### config.mk
export PLATFORM = sky130hd
export DESIGN_NAME = display_scanner
export DESIGN_NICKNAME = d
export VERILOG_FILES = /design/src/rtl/disp_pkg.sv /design/src/rtl/scan_timer.sv /design/src/rtl/display_scanner.sv
export SDC_FILE = /design/constraint.sdc
export NUM_CORES = 1
export LEC_CHECK = 0
export CORE_MARGIN = 5
export CORE_UTILIZATION = 56
export CTS_CLUSTER_DIAMETER = 60
export CTS_CLUSTER_SIZE = 40
export DETAILED_ROUTE_END_ITERATION = 10
export PLACE_DENSITY = 0.82
export SYNTH_ARGS = -nofsm -noshare
export SYNTH_HDL_FRONTEND = slang
export SYNTH_SLANG_ARGS = --single-unit
### constraint.sdc
create_clock -name clock -period 6.25 [get_ports clock]
set_input_delay 0.9375 -clock clock [delete_from_list [all_inputs] [get_ports clock]]
set_output_delay 0.9375 -clock clock [all_outputs]
set_load 0.02 [all_outputs]
### src/rtl/disp_pkg.sv
// Shared constants for the 7-segment display path: widths, blank level and the
// ABCDEFG (active-low, A = bit 6) glyph patterns used by the lookup encoder.
package disp_pkg;

  localparam int unsigned SEG_WIDTH    = 7;
  localparam int unsigned NDIG_DEFAULT = 8;
  localparam logic [6:0]  SEG_OFF      = 7'h7F;

  localparam logic [6:0] PAT_BLANK  = 7'h7F;
  localparam logic [6:0] PAT_HYPHEN = 7'h7E;
  localparam logic [6:0] PAT_A      = 7'h08;
  localparam logic [6:0] PAT_C      = 7'h31;
  localparam logic [6:0] PAT_E      = 7'h30;
  localparam logic [6:0] PAT_F      = 7'h38;
  localparam logic [6:0] PAT_H      = 7'h48;
  localparam logic [6:0] PAT_L      = 7'h71;
  localparam logic [6:0] PAT_P      = 7'h18;

  typedef enum logic {PhBlank, PhShow} phase_e;

  // Counter width that stays >= 1 even for a range of one.
  function automatic int unsigned width_of(input int unsigned n);
    return (n > 1) ? $clog2(n) : 1;
  endfunction

endpackage

### src/rtl/scan_timer.sv
// Slot counter and digit index for the display scanner; flags the blank phase,
// the frame wrap (last slot of last digit) and a registered frame_done pulse.
module scan_timer import disp_pkg::*; #(
  parameter int unsigned NDIG         = NDIG_DEFAULT,
  parameter int unsigned DIG_PERIOD   = 100000,
  parameter int unsigned BLANK_CYCLES = 256
) (
  input  logic                            clock,
  input  logic                            reset,
  input  logic                            enable,
`ifdef DISP_DIM_EN
  output logic [width_of(DIG_PERIOD)-1:0] cnt,
`endif
  output logic [width_of(NDIG)-1:0]       idx,
  output logic                            blank,
  output logic                            wrap,
  output logic                            frame_done
);

  localparam int unsigned CntW = width_of(DIG_PERIOD);
  localparam int unsigned IdxW = width_of(NDIG);

  logic [CntW-1:0] cnt_q;
  logic [IdxW-1:0] idx_q;
  logic            fd_q;
  logic            slot_end;

  assign slot_end = (cnt_q == CntW'(DIG_PERIOD - 1));
  assign wrap     = enable & slot_end & (idx_q == IdxW'(NDIG - 1));
  assign blank    = (cnt_q < CntW'(BLANK_CYCLES));

  always_ff @(posedge clock or posedge reset) begin
    if (reset) begin
      cnt_q <= '0;
      idx_q <= '0;
      fd_q  <= 1'b0;
    end else if (!enable) begin
      // Parked at the start of digit 0 so re-enable begins with a blank phase.
      cnt_q <= '0;
      idx_q <= '0;
      fd_q  <= 1'b0;
    end else begin
      fd_q <= wrap;
      if (slot_end) begin
        cnt_q <= '0;
        idx_q <= (idx_q == IdxW'(NDIG - 1)) ? '0 : idx_q + 1'b1;
      end else begin
        cnt_q <= cnt_q + 1'b1;
      end
    end
  end

`ifdef DISP_DIM_EN
  assign cnt = cnt_q;
`endif
  assign idx        = idx_q;
  assign frame_done = fd_q;

endmodule

### src/rtl/display_scanner.sv
// Time-multiplexed 8-digit 7-segment driver with blanking and frame-synchronous
// data updates. Define DISP_DIM_EN to add the 4-bit bright PWM input.
module display_scanner import disp_pkg::*; #(
  parameter int unsigned NDIG         = NDIG_DEFAULT,
  parameter int unsigned DIG_PERIOD   = 100000,
  parameter int unsigned BLANK_CYCLES = 256
) (
  input  logic                      clock,
  input  logic                      reset,
  input  logic                      enable,
  input  logic                      load,
  input  logic [SEG_WIDTH*NDIG-1:0] patterns,
  input  logic [NDIG-1:0]           points,
`ifdef DISP_DIM_EN
  input  logic [3:0]                bright,
`endif
  output logic [SEG_WIDTH-1:0]      segment,
  output logic                      dp,
  output logic [NDIG-1:0]           digit,
  output logic                      frame_done
);

  localparam int unsigned IdxW = width_of(NDIG);

  logic [IdxW-1:0] idx;
  logic            blank;
  logic            wrap;

`ifdef DISP_DIM_EN
  localparam int unsigned CntW = width_of(DIG_PERIOD);
  logic [CntW-1:0] cnt;
  logic [3:0]      pwm_phase;
`endif

  scan_timer #(
    .NDIG         (NDIG),
    .DIG_PERIOD   (DIG_PERIOD),
    .BLANK_CYCLES (BLANK_CYCLES)
  ) u_timer (
    .clock      (clock),
    .reset      (reset),
    .enable     (enable),
`ifdef DISP_DIM_EN
    .cnt        (cnt),
`endif
    .idx        (idx),
    .blank      (blank),
    .wrap       (wrap),
    .frame_done (frame_done)
  );

  logic [NDIG-1:0][SEG_WIDTH-1:0] pat_in;
  logic [NDIG-1:0][SEG_WIDTH-1:0] hold_pat_q, hold_pat_d, shad_pat_q, shad_pat_d;
  logic [NDIG-1:0]                hold_pt_q, hold_pt_d, shad_pt_q, shad_pt_d;
  logic                           pending_q, pending_d;
  logic                           commit;
  phase_e                         phase;
  logic                           lit;
  logic [NDIG-1:0]                digit_d;
  logic [SEG_WIDTH-1:0]           segment_d;
  logic                           dp_d;

  assign pat_in = patterns;
  // A disabled display has no frame to tear, so shadow may follow every cycle.
  assign commit = ~enable | wrap;

  always_comb begin
    hold_pat_d = hold_pat_q;
    hold_pt_d  = hold_pt_q;
    shad_pat_d = shad_pat_q;
    shad_pt_d  = shad_pt_q;
    pending_d  = pending_q;
    if (load) begin
      hold_pat_d = pat_in;
      hold_pt_d  = points;
    end
    if (commit) begin
      pending_d = 1'b0;
      if (load) begin
        shad_pat_d = pat_in;
        shad_pt_d  = points;
      end else if (pending_q) begin
        shad_pat_d = hold_pat_q;
        shad_pt_d  = hold_pt_q;
      end
    end else if (load) begin
      pending_d = 1'b1;
    end
  end

  always_comb begin
    phase = (enable && !blank) ? PhShow : PhBlank;
    lit   = (phase == PhShow);
`ifdef DISP_DIM_EN
    pwm_phase = 4'(cnt - CntW'(BLANK_CYCLES));
    lit       = lit && (pwm_phase <= bright);
`endif
    digit_d   = lit ? ~(NDIG'(1) << idx) : '1;
    segment_d = lit ? shad_pat_q[idx] : SEG_OFF;
    dp_d      = lit ? shad_pt_q[idx] : 1'b1;
  end

  always_ff @(posedge clock or posedge reset) begin
    if (reset) begin
      digit      <= '1;
      segment    <= SEG_OFF;
      dp         <= 1'b1;
      hold_pat_q <= '1;
      hold_pt_q  <= '1;
      shad_pat_q <= '1;
      shad_pt_q  <= '1;
      pending_q  <= 1'b0;
    end else begin
      digit      <= digit_d;
      segment    <= segment_d;
      dp         <= dp_d;
      hold_pat_q <= hold_pat_d;
      hold_pt_q  <= hold_pt_d;
      shad_pat_q <= shad_pat_d;
      shad_pt_q  <= shad_pt_d;
      pending_q  <= pending_d;
    end
  end

endmodule

After elaboration in Yosys (flattened, before gate mapping)
Cells that the tools add are included.

Multiplexer cells: 20. Shift-type cells: 1. Bitwise logic cells: 5. Reductions and logical operators: 5. Add/subtract/negate cells: 2. Equality and inequality tests: 3. Order comparisons: 2.

Operator list (number): $mux W56 (2); $mux W17 (2); $mux W8 (3); $bmux W7 S3 (1); $add A17 B1 Y17 const B (1); $eq A17 B17 Y1 const B (1); $lt A17 B9 Y1 const B (1); $mux W7 (2); $mux W3 (3); $not A8 Y8 (1); $shl A1 B3 Y8 const A (1); $mux W1 (6); $lt A3 B4 Y1 const B (1); $reduce_bool A2 Y1 (2); $add A3 B1 Y3 const B (1); $bmux W1 S3 (1); $eq A3 B3 Y1 const B (1); $and A1 B1 Y1 (2); $ne A2 B1 Y1 const B (1); $reduce_and A2 Y1 (1); $logic_and A1 B1 Y1 (1); $logic_not A1 Y1 (1); $not A1 Y1 (1); $or A1 B1 Y1 (1).

Output and inout bits: 17. Logic and storage cells: 63. Bits in registers: 166.

Logic depth before layout (Yosys ltp)
Gate-level depths: netlist (run 1).

Depth after elaboration: 5. Gate-level depth with buffers: 8. Gate-level depth less buffers: 5.

Cells and area by module
A second synthesis (run 1) with hierarchy kept.

Cells, all modules: 489. Area, all modules: 7609.8 sq um.

Modules (own cells, without submodules): display_scanner (cells an instance 368, area an instance 6379.9 sq um, times used 1); scan_timer (cells an instance 121, area an instance 1229.9 sq um, times used 1).

Least setup slack after synthesis (run 1)
OpenSTA, ideal clock, no wires.

Path type: register to register. Start: register u_timer.cnt_q[0]. End: register shad_pat_q[10] (netlist name). Period minus slack after synthesis: 2.361 ns. Data arrival time: 2.279 ns. Setup slack: 3.889 ns. Cell stages (with the launch flop): 9. Setup time: 0.082 ns. Cells stage by stage: dfrtp_1 > ha_1 > nand3_1 > or4_1 > clkbuf_2 > o32a_4 > buf_12 > buf_12 > mux2_4.

Longest elaborated chain between the ends: 5.

RTL lines: from (decl) (line scan_timer.sv:23) `logic [CntW-1:0] cnt_q;`; from (signal assigned) (line scan_timer.sv:48) `cnt_q <= cnt_q + 1'b1;`; $eq A17 B17 Y1 (line scan_timer.sv:28) `assign slot_end = (cnt_q == CntW'(DIG_PERIOD - 1));`; $and A1 B1 Y1 (2 in a row) (line scan_timer.sv:29) `assign wrap = enable & slot_end & (idx_q == IdxW'(NDIG - 1));`; $or A1 B1 Y1 (line display_scanner.sv:65) `assign commit = ~enable | wrap;`; $reduce_and A2 Y1 (no source line); to (signal assigned) (line display_scanner.sv:119) `shad_pat_q <= shad_pat_d;`; to (decl) (line display_scanner.sv:53) `logic [NDIG-1:0][SEG_WIDTH-1:0] hold_pat_q, hold_pat_d, shad_pat_q, shad_pat_d;`.

Every way passes these cells. A chain may end at the register's enable or synchronous reset.

Final worst setup path (run 1)
Start: input load. End: register shad_pat_q[26] (netlist name).

Longest elaborated chain between the ends: 2.

RTL lines: from (decl) (line display_scanner.sv:11) `input logic load,`; $reduce_bool A2 Y1 (no source line); $reduce_and A2 Y1 (no source line).

Parallel ways exist; a longest one is shown, timed or not.

==> results of run 1 <==
-- worst max-delay path, delay by kind of cell --
kind,cells,cell delay (ns)
compound gates,2,0.98
mux,1,0.46
buf+inv,2,1.11
-- cells in the mapped netlist --
library cell and n:
or4_2 1, or3_4 1, mux2_4 60, and4_1 1, o32a_4 1, nand4_1 6
or3_1 3, inv_1 7, o21ai_1 1, or2_2 1, a21oi_1 5, and3_1 3
clkbuf_2 1, or4_1 2, nand3_1 17, ha_1 7, or4_4 1, xor2_1 4
a211oi_1 2, dfstp_2 144, dfrtp_1 22, nor4_1 5, nand2_1 25, mux4_2 16
and2_1 1, nor3_1 2, xnor2_1 9, clkbuf_1 13, buf_1 2, nor2_1 20
clkinv_1 1, o21ai_0 5, o31a_2 1, mux2_2 68, buf_12 7
-- stage by stage --
step	total power [mW]	std cells	hold WS, ns	utilization, %	setup WS, ns
4_1_cts	2.73	733	0.498	69.1	3.05
3_5_place_dp	1.70	701	0.490	64.5	2.59
6_report	2.71	733	0.491	69.1	3.01
5_1_grt	2.81	733	0.509	69.1	2.89
3_3_place_gp	1.68	701	0.465	64.5	2.67
2_1_floorplan	1.61	465	0.448	-	1.06
-- routing by layer --
layer	vias up	GRT usage (%)	part of all wire (%)
met5	-	0	0
met4	0	5.48	1.5
met1	2060	24.2	44
met3	22	5.75	4.7
li1	1811	-	-
met2	103	29.3	50
-- kinds of logic (layout without fill, tap and decap cells) --
| family | Yosys count | in the layout | share of synthesized area (%) |
|---|---|---|---|
| DFF | 166 | 166 | 59.1 |
| AOI/OAI and AO/OA | 15 | 15 | 1.40 |
| and+or+nand+nor | 89 | 89 | 5.97 |
| adders and majority gates | 7 | 7 | 1.19 |
| buffers and inverters | 31 | 127 | 3.16 |
| xor gates and xnor gates | 13 | 13 | 1.55 |
| muxes | 144 | 144 | 27.6 |
-- report_power, final --
group / internal [mW] / switching (mW) / total [mW] / leakage [nW]
registers: 1.29 / 0.0629 / 1.35 / 1.82
logic: 0.221 / 0.117 / 0.338 / 1.45
clock network: 0.616 / 0.402 / 1.02 / 0.283
-- state kept, by name, indices dropped and copies added (netlist names) --
name and flops:
dp 1, hold_pt_q 8, digit 8, u_timer.frame_done 1
segment 7, u_timer.cnt_q 17, shad_pat_q 56, hold_pat_q 56
u_timer.idx 3, shad_pt_q 8, pending_q 1
-- cell type report --
class | count | area, um^2 | area share [%]
Clock buffer | 23 | 478 | 5.44
Clock inverter | 9 | 100 | 1.14
Inverter | 8 | 35.0 | 0.399
Multi-Input combinational cell | 268 | 2770 | 31.5
Sequential cell | 166 | 4330 | 49.3
Tap cell | 172 | 215 | 2.45
Timing Repair Buffer | 87 | 858 | 9.77
-- final timing paths --
| kind | from | end | slack (ns) | cells past startpoint |
|---|---|---|---|---|
| hold reg to reg | u_timer.cnt_q[0] | u_timer.cnt_q[0] | 0.49 | 1 |
| setup / recovery | load | shad_pat_q[26] | 3.01 | 5 |
| hold / removal | u_timer.cnt_q[0] | u_timer.cnt_q[0] | 0.49 | 1 |
| min in group asynchronous | reset | hold_pat_q[8] | 1.46 | 2 |
| max in group asynchronous | reset | u_timer.cnt_q[16] | 3.93 | 3 |
| setup reg to reg | u_timer.idx[1] | shad_pat_q[26] | 3.13 | 5 |
-- cells in the final DEF, fill, tap and decap left out, types with 4 or more instances in the layout --
| master | n |
|---|---|
| mux2_2 | 68 |
| clkinv_2 | 5 |
| o21ai_0 | 5 |
| xnor2_1 | 9 |
| nor4_1 | 5 |
| nand4_1 | 6 |
| nor2_1 | 20 |
| nand3_1 | 17 |
| xor2_1 | 4 |
| nand2_1 | 25 |
| ha_1 | 7 |
| mux2_4 | 60 |
| inv_1 | 6 |
| mux4_2 | 16 |
| dfstp_2 | 144 |
| clkbuf_16 | 17 |
| a21oi_1 | 5 |
| clkdlybuf4s50_1 | 83 |
| dfrtp_1 | 22 |
==> metrics.cfg, run 1 <==
[grt]
grt_max_degree=102
antenna_found_initial=0
grt_pass1_vias=4385
grt_pass1_wl_um=22500
overflow=0
grtUsageTotal_pct=18.3

[synth]
yosys-top-cells-area=dfstp_2 (52%), mux2_4 (12%), mux2_2 (10%), dfrtp_1 (7.5%), mux4_2 (4.9%)
yosysWarnings=0
ys_ff_latch=166
syn_nets=540
yosysSeqAreaShare_pct=59.1
synth_largest_area_cell=dfstp_2
synth_top_area_share_pct=51.6
syn_inst=465
syn_area_um2=7330
syn_area_per_cell_um2=15.8
synthDistinctLibCells=35

[cts]
post_cts_resized=0
numCtsBuffers=17
cts_buffer_depth=2
cts_tree=done
htree_levels=4
hold_buffers=0
post_cts_buffers=0
clock-sinks=166
cts-root-buf=clkbuf_16
clkLatencyLatePin_ns=0.42
path_clk_slew_ns=0.06

[placement]
dpl_cell_area_um2=8210
numPortBuffers=84
dp_hpwl_um=8720
globalplace.congestion=0.787

[critical_path]
crit_arrival_ns=3.59
cp_slowest_stage_delay_ns=0.79
cp_slowest_cell=o32a_4
critical_path_required_ns=6.60
worstPathCellList=buf_2 > buf_4 > o21ai_0 > o32a_4 > mux2_4
critPathLaunchType=input pin
worstSetupPathType=input pin to flip-flop
crit_fanout=64
cp-end-kind=flip-flop

[finish]
fillers=906
area_delta_synth_final_pct=19.8
nNetsFinal=623
drive_gt1_share_pct=58.5
stdcell_area_um2=8790
diodes=0

[timing]
setup_tns_ns=0
max_freq_ghz=0.308
relSlewSlack_pct=23.3
worst_pin_slew_ns=1.15
maxSlewViolCount=0
skew_ns=0.00467
fin_crit_sh_pct=51.9
fin_crit_ns=3.24
hold_viol=0
rsz0062_at_grt=false
setup_viol=0

[route]
drcViolationCount=0
viasPerCell=5.45
drt_wl_total_um=13600
routedWlPerCell_um=18.6
first_pass_iters=4
ant_nets=0
drt-initial-drc-count=256
vias=3996

[worst_hold_path]
hp-class=flip-flop to flip-flop

[status]
outcome=complete, no violations

[pwr]
p_per_area_nw_per_um2=308
power_leakage_nw=3.55
ir_worst_vdd_mv=0.200

[floorplan]
die_x_um=124
coreArea_um2=12700
io_pins=85
die-area_um2=15500
die_h_um=124
start_util_pct=57.7
row_count=41

[job]
cap_violations=0

Power figures use the tool's default switching activity.
==> inputs of run 2 (changes only) <==
Clock period 6.25 ns to 3.3 ns, I/O delays scaled along.
==> metrics.cfg, run 2 (synthesis results as in run 1) <==
[status]
outcome=complete, no violations

[timing]
maxSlewViolCount=0
hold_ws_ns=0.491
fin_crit_sh_pct=85.8
worst_pin_slew_ns=1.16
rsz0062_at_grt=false
finalWorstSetupSlack_ns=0.470
fin_crit_ns=2.83
hold_viol=0
setup_viol=0
setup_tns_ns=0
relSlewSlack_pct=22.8
max_freq_ghz=0.353
skew_ns=0.00763

[grt]
gr-max-usage-layer=met2
overflow=0
grt_pass1_vias=4458
use_met2_pct=29.9
grt_pass1_wl_um=22800
grt_use_met1_pct=23.9
gr-usage-met3_pct=4.93
grtUsageTotal_pct=18.4
grt_max_degree=167
antenna_found_initial=0

[placement]
dp_hpwl_um=8750
pre_cts_slack_ns=0.507
numPortBuffers=84
dp_cells=705
dpl_cell_area_um2=8250
globalplace.congestion=0.769

[cts]
clkLatencyLatePin_ns=0.42
post_cts_resized=0
cts-root-buf=clkbuf_16
numCtsBuffers=17
post_cts_buffers=0
htree_levels=4
hold_buffers=0
clock-sinks=166
cts_tree=done
path_clk_slew_ns=0.06
cts_buffer_depth=2

[floorplan]
coreArea_um2=12700
start_util_pct=57.7
row_count=41
die_h_um=124
die-area_um2=15500
io_pins=85
die_x_um=124

[finish]
final_common_cell=dfstp_2
diodes=0
area_delta_synth_final_pct=19.5
stdcell_area_um2=8770
final_cells=735
nNetsFinal=627
final_cell_mix=dfstp_2 (144), clkdlybuf4s50_1 (83), mux2_2 (68)
fin_util_pct=68.9
drive_gt1_share_pct=58.1
reg_top3=hold_pat_q x56, shad_pat_q x56, u_timer.cnt_q x17
fillers=898

[critical_path]
crit_arrival_ns=3.17
crit_fanout=64
critical_path_required_ns=3.64
worstSetupPathType=flip-flop to flip-flop
cp-end-kind=flip-flop
critPathLaunchType=flip-flop

[pwr]
ir_worst_vdd_mv=0.347
power_mw=4.94
power_leakage_nw=3.54
p_per_area_nw_per_um2=563

[worst_hold_path]
hp-class=flip-flop to flip-flop

[route]
vias=4050
first_pass_iters=4
drt_wl_total_um=13500
drcViolationCount=0
routedWlPerCell_um=18.3
drt-initial-drc-count=272
ant_nets=0
viasPerCell=5.51

[job]
cap_violations=0

## run 2: changes by cell type in the layout (fill, tap and decap cells not counted), sizes merged
| cell | change |
|---|---|
| buf | +4 |
| bufinv | -2 |
| clkbuf | +3 |
| clkinv | -1 |
| clkinvlp | -1 |
| inv | -1 |
## run 2: final cells by class
cell class,instances,area [um^2],share of cell area [%]
clock buffers,26,489,5.58
inverters,8,33.8,0.385
well taps,172,215,2.46
repair buffers,91,901,10.3
clock inverters,4,23.8,0.271
flip-flops and latches,166,4330,49.4
multi-input cells,268,2770,31.6
## run 2: critical path, stage by stage (launching register included)
cell	delay [ns]
dfrtp_1	0.39
ha_1	0.26
nand3_1	0.13
or4_1	0.62
o32a_4	0.80
mux2_4	0.47
## run 2: final timing paths
check | start | to | slack [ns] | depth (start not counted)
min in group asynchronous | reset | u_timer.cnt_q[6] | 0.76 | 3
worst min-delay path | u_timer.cnt_q[0] | u_timer.cnt_q[0] | 0.49 | 1
max in group asynchronous | reset | u_timer.cnt_q[14] | 1.96 | 3
worst max-delay path | u_timer.cnt_q[0] | shad_pat_q[18] | 0.47 | 5
worst max register to register | u_timer.cnt_q[0] | shad_pat_q[18] | 0.47 | 5
worst min register to register | u_timer.cnt_q[0] | u_timer.cnt_q[0] | 0.49 | 1
## run 2: where the power goes
group | total, mW | internal, mW | switching (mW)
clock network | 1.74 | 1.01 | 0.727
logic | 0.642 | 0.422 | 0.220
registers | 2.56 | 2.44 | 0.113
total | 4.94 | 3.88 | 1.06
## run 2: layer usage
layer  routed length, um  share of wire (%)  vias to the layer above
li1                    -                  -                     1822
met1                5960                 44                     2092
met2                6680                 50                      114
met3                 625                4.6                       22
met4                 214                1.6                        0
met5                   0                  0                        -
==> inputs of run 3 (changes only) <==
Settings changed: GPL_TIMING_DRIVEN set to 0.
==> metrics.cfg, run 3 (synthesis results as in run 1) <==
[critical_path]
cp-end-kind=flip-flop
cp_slowest_cell=clkbuf_1
worstPathCellList=clkbuf_1 > clkbuf_1 > mux4_2 > nand2_1 > nand3_1
setup.worst_path.start=u_timer.idx[0]
path_delay_family=buffers and inverters
cp_num_buf_inv=2
crit_top_cell=clkbuf_1
cp_slowest_stage_delay_ns=0.70
crit_arrival_ns=3.03
worstSetupPathType=flip-flop to flip-flop
r2r_start=u_timer.idx[0]
crit_fanout=10
critical_path_required_ns=3.61
critPathLaunchType=flip-flop

[cts]
path_clk_slew_ns=0.06
hold_buffers=0
clock-sinks=166
cts_buffer_depth=2
post_cts_buffers=0
post_cts_resized=0
htree_levels=4
numCtsBuffers=17
cts-root-buf=clkbuf_16
cts_tree=done
clkLatencyLatePin_ns=0.43

[placement]
dp_hpwl_um=9940
numPortBuffers=84
pre_cts_slack_ns=0.384
globalplace.congestion=0.873

[route]
viasPerCell=5.50
ant_nets=0
first_pass_iters=6
vias=4142
drcViolationCount=0
drt-initial-drc-count=328
drt_wl_total_um=14400
routedWlPerCell_um=19.1

[worst_hold_path]
hold_path.startpoint=u_timer.cnt_q[0]
hp-class=flip-flop to flip-flop

[finish]
area_delta_synth_final_pct=23.5
reg_top3=hold_pat_q x56, shad_pat_q x56, u_timer.cnt_q x17
final_common_cell=dfstp_2
fin_util_pct=71.2
nNetsFinal=646
drive_gt1_share_pct=57.7
final_cell_mix=dfstp_2 (144), clkdlybuf4s50_1 (84), mux2_2 (68)
diodes=0

[grt]
grtUsageTotal_pct=19.4
grt_use_met1_pct=25.9
grt_pass1_vias=4526
grt_max_degree=46
antenna_found_initial=0
gr-usage-met3_pct=4.85
use_met2_pct=31.0
grt_pass1_wl_um=23700
overflow=0
gr-max-usage-layer=met2

[timing]
finalWorstSetupSlack_ns=0.576
max_freq_ghz=0.367
fin_crit_sh_pct=82.6
maxSlewViolCount=0
relSlewSlack_pct=39.1
rsz0062_at_grt=false
setup_viol=0
skew_ns=0.00759
fin_crit_ns=2.72
hold_viol=0
worst_pin_slew_ns=0.914
hold_ws_ns=0.485

[floorplan]
coreArea_um2=12700
die_x_um=124
die-area_um2=15500
start_util_pct=57.7
io_pins=85
row_count=41
die_h_um=124

[status]
outcome=complete, no violations

[pwr]
clkPwrFrac_pct=38.3
p_switching_mw=1.11
internal-power_mw=4.15
ir_worst_vdd_mv=0.322
pwr-share-comb_pct=12.9
p_per_area_nw_per_um2=580
switching_share_pct=21.1
seq_power_share_pct=48.7
power_leakage_nw=3.67

[job]
cap_violations=0

run 3: cell count changes in the layout (fill, tap and decap cells not counted), moves of 2 or more:
cell	delta
buf_4	-6
buf_1	+2
bufinv_16	+3
buf_12	+9
clkbuf_1	+7
run 3: area by class of cell:
class / count / area, um^2
well taps: 172 / 215
clock buffers: 20 / 478
fillers: 843 / 3670
clock inverters: 9 / 124
inverters: 8 / 33.8
flip-flops and latches: 166 / 4330
multi-input cells: 268 / 2770
repair buffers: 87 / 901
plain buffers: 23 / 201
run 3: path summary, 6_finish.rpt:
check                      slack [ns]  cells after the start          endpoint
min in group asynchronous        0.97                      2    hold_pat_q[17]
max                              0.58                      5        segment[3]
max in group asynchronous        1.70                      4    shad_pat_q[27]
min                              0.49                      1  u_timer.cnt_q[0]
max reg2reg                      0.58                      5        segment[3]
min reg2reg                      0.49                      1  u_timer.cnt_q[0]
run 3: per-stage QoR:
stage	instances	instance area [um^2]	TNS, ns	total power, mW
floorplan	465	7340	0	3.05
global placement	721	8390	-8.42	3.22
detailed placement	724	8450	0	3.27
CTS	753	9060	0	5.29
global route	753	9060	0	5.45
finish	753	9060	0	5.26
run 3: worst register-to-register path, stage by stage (launching register included):
cell and delay (ns):
dfrtp_1 0.39, clkbuf_1 0.71, clkbuf_1 0.69, mux4_2 0.62
nand2_1 0.09, nand3_1 0.11
run 3: power by group through the flow:
stage / Sequential, mW / Clock (mW) / Combinational [mW]
after floorplan: 2.54 / 0 / 0.509
after global placement: 2.57 / 0 / 0.653
after detailed placement: 2.59 / 0 / 0.682
after CTS: 2.56 / 2.04 / 0.689
after global routing: 2.59 / 2.13 / 0.729
final: 2.56 / 2.02 / 0.679
run 3: per-layer routing:
layer  vias up  wire length, um
li1       1870                -
met5         -                0
met2       125             7090
met1      2124             6400
met4         0              240
met3        23              676
